<file path="config.mk">
export PLATFORM = sky130hd
export DESIGN_NAME = ram1clk1ino
export DESIGN_NICKNAME = d
export VERILOG_FILES = /design/src/rtl/ram1clk1ino_pkg.sv /design/src/rtl/ram1clk1ino_ramrdport.sv /design/src/rtl/ram1clk1ino.sv
export SDC_FILE = /design/constraint.sdc
export NUM_CORES = 1
export LEC_CHECK = 0
export CAP_MARGIN = 20
export CORE_MARGIN = 2
export CORE_UTILIZATION = 53
export CTS_CLUSTER_DIAMETER = 80
export DETAILED_ROUTE_END_ITERATION = 8
export HOLD_SLACK_MARGIN = 0.1
export PLACE_DENSITY_LB_ADDON = 0.2
export SYNTH_ARGS = -nofsm -noshare
export SYNTH_HDL_FRONTEND = slang
export SYNTH_SLANG_ARGS = --single-unit
</file>
<file path="constraint.sdc">
create_clock -name clk_i -period 2.6 [get_ports clk_i]
set_input_delay 0.26 -clock clk_i [delete_from_list [all_inputs] [get_ports clk_i]]
set_output_delay 0.26 -clock clk_i [all_outputs]
set_load 0.005 [all_outputs]
</file>
<file path="src/rtl/ram1clk1ino_pkg.sv">
// Shared types and helpers for the single-clock multi-read RAM.
// State encoding and address-width helper live here only.
package ram1clk1ino_pkg;

  typedef enum logic {
    ST_READY = 1'b0,
    ST_CLEAR = 1'b1
  } ram_state_e;

  function automatic int clog2(input int n);
    int r;
    r = 0;
    for (int i = 0; i < 32; i++)
      if ((1 << r) < n) r++;
    return r;
  endfunction

endpackage

</file>
<file path="src/rtl/ram1clk1ino_ramrdport.sv">
// One registered read port with write-first byte merge.
// Zero forcing covers clearing and out-of-range addresses.
module ramrdport #(
  parameter int DW = 32
) (
  input  logic            clk_i,
  input  logic            rst_i,
  input  logic            re_i,
  input  logic            zero_i,
  input  logic            hit_i,
  input  logic [DW/8-1:0] be_i,
  input  logic [DW-1:0]   wdata_i,
  input  logic [DW-1:0]   mem_i,
  output logic [DW-1:0]   rdata_o
);

  logic [DW-1:0] merged;

  always_comb begin
    merged = mem_i;
    for (int b = 0; b < DW/8; b++)
      if (hit_i && be_i[b])
        merged[b*8 +: 8] = wdata_i[b*8 +: 8];
    if (zero_i)
      merged = '0;
  end

  always_ff @(posedge clk_i or negedge rst_i) begin
    if (!rst_i)
      rdata_o <= '0;
    else if (re_i)
      rdata_o <= merged;
  end

endmodule

</file>
<file path="src/rtl/ram1clk1ino.sv">
// Single-clock RAM: one byte-write port, NRD registered read
// ports, optional clear-after-reset and on-demand clear.
module ram1clk1ino
  import ram1clk1ino_pkg::*;
#(
  parameter int SZ       = 2,
  parameter int DW       = 32,
  parameter int NRD      = 2,
  parameter int CLRONRST = 1,
  parameter     SRCFILE  = ""
) (
  input  logic                       clk_i,
  input  logic                       rst_i,
  input  logic                       clr_i,
  output logic                       busy_o,
  input  logic                       we_i,
  input  logic [DW/8-1:0]            be_i,
  input  logic [clog2(SZ)-1:0]       waddr_i,
  input  logic [DW-1:0]              wdata_i,
  input  logic [NRD-1:0]             re_i,
  input  logic [NRD*clog2(SZ)-1:0]   raddr_i,
  output logic [NRD*DW-1:0]          rdata_o
);

  localparam int AW   = clog2(SZ);
  localparam int NB   = DW / 8;
  localparam bit POW2 = (SZ == (1 << AW));

  logic [DW-1:0] mem [SZ];

  ram_state_e    state_q, state_d;
  logic [AW-1:0] clrcnt_q, clrcnt_d;
  logic          clr_last;
  logic          waddr_ok;
  logic          wr_en;

  assign clr_last = (clrcnt_q == AW'(SZ - 1));

  if (POW2) begin : g_wp2
    assign waddr_ok = 1'b1;
  end else begin : g_wnp2
    assign waddr_ok = 32'(waddr_i) < 32'(SZ);
  end

  always_ff @(posedge clk_i or negedge rst_i) begin
    if (!rst_i) begin
      state_q  <= (CLRONRST != 0) ? ST_CLEAR : ST_READY;
      clrcnt_q <= '0;
    end else begin
      state_q  <= state_d;
      clrcnt_q <= clrcnt_d;
    end
  end

  always_comb begin
    state_d  = state_q;
    clrcnt_d = '0;
    unique case (state_q)
      ST_CLEAR: begin
        clrcnt_d = clrcnt_q + 1'b1;
        if (clr_last) begin
          state_d  = ST_READY;
          clrcnt_d = '0;
        end
      end
      ST_READY: if (clr_i) state_d = ST_CLEAR;
      default:  state_d = ST_READY;
    endcase
  end

  always_comb begin
    busy_o = (state_q == ST_CLEAR);
  end

  assign wr_en = we_i && !busy_o && waddr_ok;

  // Contents are deliberately not reset; clearing walks one entry per cycle.
  always_ff @(posedge clk_i) begin
    if (busy_o)
      mem[clrcnt_q] <= '0;
    else if (wr_en)
      for (int b = 0; b < NB; b++)
        if (be_i[b])
          mem[waddr_i][b*8 +: 8] <= wdata_i[b*8 +: 8];
  end

  for (genvar k = 0; k < NRD; k++) begin : g_rd
    logic [AW-1:0] ra;
    logic          ok;

    assign ra = raddr_i[k*AW +: AW];

    if (POW2) begin : g_rp2
      assign ok = 1'b1;
    end else begin : g_rnp2
      assign ok = 32'(ra) < 32'(SZ);
    end

    ramrdport #(
      .DW(DW)
    ) u_port (
      .clk_i   (clk_i),
      .rst_i   (rst_i),
      .re_i    (re_i[k]),
      .zero_i  (busy_o || !ok),
      .hit_i   (wr_en && (waddr_i == ra)),
      .be_i    (be_i),
      .wdata_i (wdata_i),
      .mem_i   (mem[ra]),
      .rdata_o (rdata_o[k*DW +: DW])
    );
  end

endmodule

</file>
* After elaboration in Yosys (flattened, before gate mapping)
Memory sizes are Yosys's and may differ from the RTL's.
Cells that the tools add are included.
** Operators by class
- $add $sub $neg :: 1
- Eq/ne operators :: 2
- Mux-type cells :: 36
- Bitwise logic cells :: 1
- Reduce and logical (&&, ||, !) cells :: 13
** Operators by type and width (count)
- 32-bit 2-to-1 mux :: 3
- 8-bit 2-to-1 mux :: 8
- 32-bit OR reduction :: 1
- 1-bit 2-to-1 mux :: 23
- 1-bit logical AND :: 11
- 4-bit 2-to-1 mux :: 1
- 1-bit equality test :: 2
- 1-bit case mux with 2 select lines :: 1
- 1-bit adder, second input constant :: 1
- 1-bit zero test :: 1
- 1-bit NOT :: 1
** Storage, ports and cells
- Bits in registers :: 66
- RAM bits :: 64
- Bits of input ports :: 45
- Output and inout port bits :: 65
- Logic and storage cells :: 58
- Memories kept :: 1
** Memories
- mem :: depth 2, width 32, read ports 2, clocked after memory_dff 0, write ports 1, RTL line ram1clk1ino.sv:29 : logic [DW-1:0] mem [SZ];

* Depth between registers and ports, before layout
Gate-level depths: netlist of the first run.
- Word-level depth :: 7
- Gate-level depth with buffers :: 6
- Gate-level depth less buffers :: 3

* Hierarchy
From an unflattened synthesis of the first run, not the netlist that was laid out.
** Unflattened totals
- Cells, all modules :: 482
- Area total of the unflattened synthesis :: 6304.8 µm²
** Modules (own cells, without submodules)
- ram1clk1ino :: instances 1, cells each 202, area each 3296.9 µm², sequential area each 1973.1 µm²
- ramrdport :: instances 2, cells each 140, area each 1503.9 µm², sequential area each 800.8 µm²

* Least setup slack after synthesis of the first run
No wires, ideal clock.
- Kind :: reg2reg
- From :: register state_q, in the netlist busy_o
- To :: memory mem[0][16] (enable)
- Setup time :: 386 ps
- Arrival :: 1656 ps
- Data required time :: 2214 ps
- Slack :: 557 ps
- Cell stages (with the launch flop) :: 5
- Path through :: dfstp_2 -> buf_2 -> nand2b_1 -> nor2_1 -> a211oi_1
** On the way
- Word-level cells in the longest chain between the ends :: 7
** RTL lines
- from (decl) :: RTL line ram1clk1ino.sv:31 : ram_state_e state_q, state_d;
- from (signal assigned) :: RTL line ram1clk1ino.sv:47 : state_q <= (CLRONRST != 0) ? ST_CLEAR : ST_READY;
- from (signal assigned) :: RTL line ram1clk1ino.sv:50 : state_q <= state_d;
- 1-bit zero test :: RTL line ram1clk1ino.sv:75 : assign wr_en = we_i && !busy_o && waddr_ok;
- 1-bit logical AND :: RTL line ram1clk1ino.sv:75
- 1-bit 2-to-1 mux :: RTL line ram1clk1ino.sv:81 : else if (wr_en)
- 1-bit 2-to-1 mux :: RTL line ram1clk1ino.sv:79 : if (busy_o)
- 1-bit 2-to-1 mux (not written as such) :: RTL line ram1clk1ino.sv:84 : mem[waddr_i][b*8 +: 8] <= wdata_i[b*8 +: 8];
- 32-bit OR reduction (no line)
- 1-bit 2-to-1 mux (no line) or 4-bit 2-to-1 mux (tied branches)
- to (decl) :: RTL line ram1clk1ino.sv:29
Several ways; a longest one is shown, not always the timed one.

* Worst setup path in the final report of the first run
- From :: register state_q, in the netlist busy_o
- To :: memory mem[0][26] (enable)
Same word-level chain as after synthesis.

==> results.py, run 1 <==
metrics = {
    "min_path": {
        "hold_class": "primary input to asynchronous set/reset pin",
    },
    "drt": {
        "drt_first_pass_iters": 5,
        "vias": 5242,
        "ant_nets": 0,
        "viasPerCell": 6.24,
        "wl_per_cell_microns": 21.1,
        "drcViolationCount": 0,
        "dr.first_iter.drc_count": 531,
        "wl_microns": 17800,
    },
    "timing": {
        "maxSlewHeadroom_pct": 49.1,
        "drv_slew": 0,
        "fin_skew_ps": 7.62,
        "tns_ps": 0,
        "fmax_mhz": 476,
        "hold_viol": 0,
        "finalSetupViolCount": 0,
        "timing.final.crit_share_pct": 80.8,
        "rsz0062_at_grt": "no",
        "fin_crit_ps": 2100,
        "worst_pin_slew_ps": 763,
    },
    "floorplan": {
        "core_area_sq_um": 12000,
        "std_cell_rows": 40,
        "die_h_microns": 114,
        "dieArea_sq_um": 13100,
        "io_pins": 110,
        "initial_utilization_pct": 54.0,
        "die_w_microns": 114,
    },
    "clock_tree": {
        "htree_levels": 4,
        "clk_pin_slew_ps": 60,
        "root_buffer": "clkbuf_16",
        "cts_tree": "yes",
        "cts_hold_buf": 1,
        "cts.repair.resized": 0,
        "cts_setup_buffers": 0,
        "cts.sinks": 130,
        "numCtsBuffers": 17,
        "clk_path_buf_depth": 2,
        "clk_latency_ps": 420,
    },
    "synth": {
        "yosys.area.top_type": "edfxtp_1",
        "synth_area_leaders": "edfxtp_1 30%, dfrtp_1 25%, mux2_2 11%",
        "netlist.area_leader.share_pct": 29.7,
        "syn_avg_cell_area_sq_um": 11.2,
        "ys_types": 28,
        "yosys_warnings": 0,
        "syn_area_sq_um": 6460,
        "synthCells": 575,
        "synth_seq_cells": 130,
        "ys_seq_area_share_pct": 55.3,
        "syn_nets": 620,
    },
    "placed_design": {
        "port_buffers": 109,
        "dp_hpwl_microns": 10800,
        "place_congestion": 0.792,
    },
    "pwr": {
        "p_leak_uw": 0.00326,
        "p_total_uw": 8800,
        "powerDensity_nw_per_um2": 1060,
        "irDropWorstVdd_mv": 0.452,
    },
    "global_routing": {
        "grt_max_degree": 36,
        "grt_overflow": 0,
        "grt_pass1_wl_microns": 27900,
        "grt.total_usage_pct": 27.9,
        "grt_pass1_vias": 5514,
        "antenna_found_initial": 0,
    },
    "worst_setup_path": {
        "cp-start-kind": "register",
        "critPathKind": "register to register",
        "end_kind": "register",
        "cp.arrival_ps": 2230,
        "cp_max_fo": 19,
        "critPathRequiredTime_ps": 2730,
    },
    "job": {
        "cap_violations": 0,
    },
    "layout": {
        "nets": 725,
        "diodes": 0,
        "drive_above_1_share_pct": 19.2,
        "n_fill_cell": 889,
        "syn2layout_area_growth_pct": 28.9,
    },
    "status": {
        "outcome": "completed",
    },
}
## sequential cells by signal (all words and copies together), names as in the netlist
name                 flops
busy_o                   1
clr_last                 1
g_rd.u_port.rdata_o     64
mem                     64
## logic make-up (layout without fill, tap and decap cells)
| group | Yosys count | in the layout | share of synthesized area [%] |
|---|---|---|---|
| compound gates | 141 | 141 | 14.8 |
| xor+xnor | 4 | 4 | 1.01 |
| buf+inv | 123 | 241 | 7.82 |
| flops | 130 | 130 | 55.3 |
| mux | 64 | 64 | 11.2 |
| simple gates | 113 | 113 | 9.86 |
## worst paths after layout
kind | startpoint | endpoint | slack (ps) | depth (start not counted)
max | busy_o | mem[0][26] | 500 | 4
min | rst_i | g_rd[0].u_port.rdata_o[13] | 450 | 2
max reg2reg | busy_o | mem[0][26] | 500 | 4
min reg2reg | g_rd[0].u_port.rdata_o[12] | g_rd[0].u_port.rdata_o[12] | 530 | 2
max in group asynchronous | rst_i | busy_o | 1440 | 3
min in group clk_i | clr_i | busy_o | 460 | 3
## area by class of cell
| class | instances | area, sq um | share of cell area [%] |
|---|---|---|---|
| inverters | 67 | 251 | 3.02 |
| clock inverters | 14 | 140 | 1.68 |
| flip-flops and latches | 130 | 3570 | 42.9 |
| well taps | 147 | 184 | 2.21 |
| repair buffers | 142 | 1360 | 16.4 |
| clock buffers | 18 | 429 | 5.15 |
| multi-input cells | 322 | 2380 | 28.6 |
## placed cells by master (no fill, tap or decap), drive strengths merged, types with 5 or more instances in the layout
cell           count
buf               35
edfxtp            64
o32ai             64
clkinv             6
dfrtp             65
clkbuf            18
a21oi             69
nor3              64
clkdlybuf4s50    106
clkinvlp           5
and3              32
inv               68
mux2              64
## synth_stat cells
master and n:
a211oi_1 2, a21oi_1 69, a22o_1 2, and3_1 32, and3b_1 4, buf_1 4
buf_2 24, buf_4 3, clkbuf_1 23, clkbuf_2 2, dfrtp_1 65, dfstp_2 1
edfxtp_1 64, inv_1 67, mux2_2 64, nand2_1 1, nand2b_1 3, nand3_1 1
nand3b_1 4, nor2_1 1, nor2b_1 1, nor3_1 64, nor4_1 1, o21ai_0 4
o32ai_1 64, or4_1 1, xnor2_2 2, xor2_2 2
## power breakdown
group	switching [uW]	leakage, uW	internal [uW]
Combinational	1410	0.00151	1580
Sequential	419	0.00149	3090
Clock	898	0.000261	1400
Total	2730	0.00326	6070
## worst max-delay path, cell delays in order (launching register included)
cell	delay [ps]
dfstp_2	680
nand2b_1	160
nor2_1	60
a211oi_1	630
buf_4	280
## metal layers
metal / part of all wire, % / track usage [%]
met4: 2.3 / 13.4
met3: 6.5 / 4.71
met5: 0 / 0
met2: 50 / 45.9
met1: 41 / 36.1
## metrics by stage
stage	std cells	hold WS [ps]	setup WS, ps	instance area, sq um	util, %
after CTS	840	418	519	8330	69.6
after global placement	806	364	-97.2	7740	64.7
after detailed placement	807	375	232	7750	64.8
after global routing	840	434	439	8330	69.6
after floorplan	575	-35.6	557	6460	-
final	840	449	500	8330	69.6
No activity file was read; power rests on OpenSTA's default activity.
==> run 2, diff against run 1 <==
- clock period: 2.6 -> 2.15 ns (I/O delays scaled with it)
==> run 2 against run 1 <==
Clock power grew 16%. Final area grew 0.20%. Non-clock buffer count grew 7. Wire length fell by 2.1%. Final cell count is 0.83% higher. Register-to-register slack got worse by 70 ps. Combinational power grew 21%. Utilization is 0.14 points higher. Sequential cell count is the same. Via count hardly changed. Worst hold slack got worse by 140 ps. Largest cell class unchanged.
==> results.py, run 2 (synthesized netlist as in run 1, its figures left out) <==
metrics = {
    "timing": {
        "tns_ps": 0,
        "drv_slew": 0,
        "fmax_mhz": 516,
        "finalSetupViolCount": 0,
        "rsz0062_at_grt": "no",
        "fin_crit_ps": 1940,
        "fin_skew_ps": 7.96,
        "timing.final.crit_share_pct": 90.1,
        "maxSlewHeadroom_pct": 64.1,
        "worst_pin_slew_ps": 538,
        "hold_viol": 0,
    },
    "drt": {
        "viasPerCell": 6.18,
        "drcViolationCount": 0,
        "dr.first_iter.drc_count": 418,
        "wl_per_cell_microns": 20.5,
        "ant_nets": 0,
        "drt_first_pass_iters": 5,
        "wl_microns": 17400,
        "vias": 5237,
    },
    "placed_design": {
        "place_congestion": 0.815,
        "dp_hpwl_microns": 11100,
        "port_buffers": 109,
        "placed_cell_area_sq_um": 7790,
    },
    "global_routing": {
        "grt_overflow": 0,
        "grt.total_usage_pct": 27.1,
        "grt_max_degree": 33,
        "grt_pass1_vias": 5348,
        "grt_pass1_wl_microns": 27300,
        "antenna_found_initial": 0,
    },
    "clock_tree": {
        "cts.sinks": 130,
        "root_buffer": "clkbuf_16",
        "clk_path_buf_depth": 2,
        "numCtsBuffers": 17,
        "clk_latency_ps": 420,
        "cts_tree": "yes",
        "htree_levels": 4,
        "cts_setup_buffers": 0,
        "clk_pin_slew_ps": 60,
    },
    "pwr": {
        "p_leak_uw": 0.00330,
        "powerDensity_nw_per_um2": 1260,
        "irDropWorstVdd_mv": 0.579,
    },
    "worst_setup_path": {
        "end_kind": "output port",
        "crit_family": "flip-flops",
        "rrSetupSlack_ps": 430,
        "crit_path_max_incr_delay_ps": 700,
        "cp_max_fo": 19,
        "crit_buf_inv": 1,
        "cp-startpoint": "busy_o",
        "cp-start-kind": "register",
        "critPathCapture": "busy_o",
        "critPathRequiredTime_ps": 1930,
        "crit_cells": 1,
        "r2r_cells": 4,
        "rr_endpoint": "mem[0][20]",
        "path_cells": "clkdlybuf4s50_1",
        "critPathKind": "register to output port",
        "r2r_start": "busy_o",
        "slowest_stage": "dfstp_2",
        "cp.arrival_ps": 1720,
    },
    "layout": {
        "drive_above_1_share_pct": 19.9,
        "final_common_cell": "clkdlybuf4s50_1",
        "top_regs": "g_rd.u_port.rdata_o: 64 flops, mem: 64 flops",
        "diodes": 0,
        "nets": 732,
        "final_cell_mix": "106 x clkdlybuf4s50_1, 69 x a21oi_1, 67 x inv_1",
        "syn2layout_area_growth_pct": 29.1,
        "fin_area_sq_um": 8340,
        "final_core_util_pct": 69.7,
    },
    "floorplan": {
        "initial_utilization_pct": 54.0,
        "dieArea_sq_um": 13100,
        "die_h_microns": 114,
        "io_pins": 110,
        "core_area_sq_um": 12000,
        "std_cell_rows": 40,
        "die_w_microns": 114,
    },
    "status": {
        "outcome": "completed",
    },
    "min_path": {
        "hold_class": "primary input to asynchronous set/reset pin",
    },
    "job": {
        "cap_violations": 0,
    },
}
-- run 2: layer usage --
| metal | vias to the layer above | global-route usage, % | part of all wire (%) |
|---|---|---|---|
| li1 | 2372 | - | - |
| met1 | 2590 | 35.3 | 42 |
| met2 | 244 | 44.1 | 48 |
| met3 | 31 | 5.45 | 7.3 |
| met4 | 0 | 12.4 | 2.2 |
| met5 | - | 0 | 0 |
-- run 2: timing repair --
item,in CTS,in global routing
hold buffers,1,0
gates resized for setup,0,0
endpoints found under the hold margin,20,0
-- run 2: stage by stage --
stage                     total power (uW)  instances  setup WS, ps  hold slack [ps]
after global routing                 11100        847           174              339
final                                10500        847           212              307
after CTS                            10600        847           207              320
after global placement                7740        814           101              218
after floorplan                       6040        575           107            -80.6
after detailed placement              7860        814          71.5              222
-- run 2: power by group --
part / switching, uW / total, uW / internal [uW] / leakage (uW)
Combinational: 1700 / 3630 / 1930 / 0.00153
Sequential: 513 / 4250 / 3740 / 0.00149
Clock: 1000 / 2670 / 1670 / 0.000275
-- run 2: layout make-up --
class,count,area (sq um)
inverters,67,251
fillers,882,3620
well taps,147,184
flip-flops and latches,130,3570
repair buffers,149,1400
clock buffers,25,485
clock inverters,7,60.1
multi-input cells,322,2380
-- run 2: worst min path at each step --
stage | start | end | slack [ps] | cells after the start
after floorplan | rst_i | clr_last | -80 | 0
after global routing | rst_i | g_rd[1].u_port.rdata_o[13] | 340 | 2
after global placement | rst_i | g_rd[1].u_port.rdata_o[13] | 220 | 1
final | rst_i | g_rd[1].u_port.rdata_o[12] | 310 | 2
after detailed placement | rst_i | g_rd[1].u_port.rdata_o[13] | 220 | 1
after CTS | rst_i | g_rd[1].u_port.rdata_o[12] | 320 | 2
==> run 3, diff against run 2 <==
- ABC_CLOCK_PERIOD_IN_PS: unset -> 2150
==> results of run 3 <==
Same layout as run 2: the final DEF is identical, and so are final timing and power.
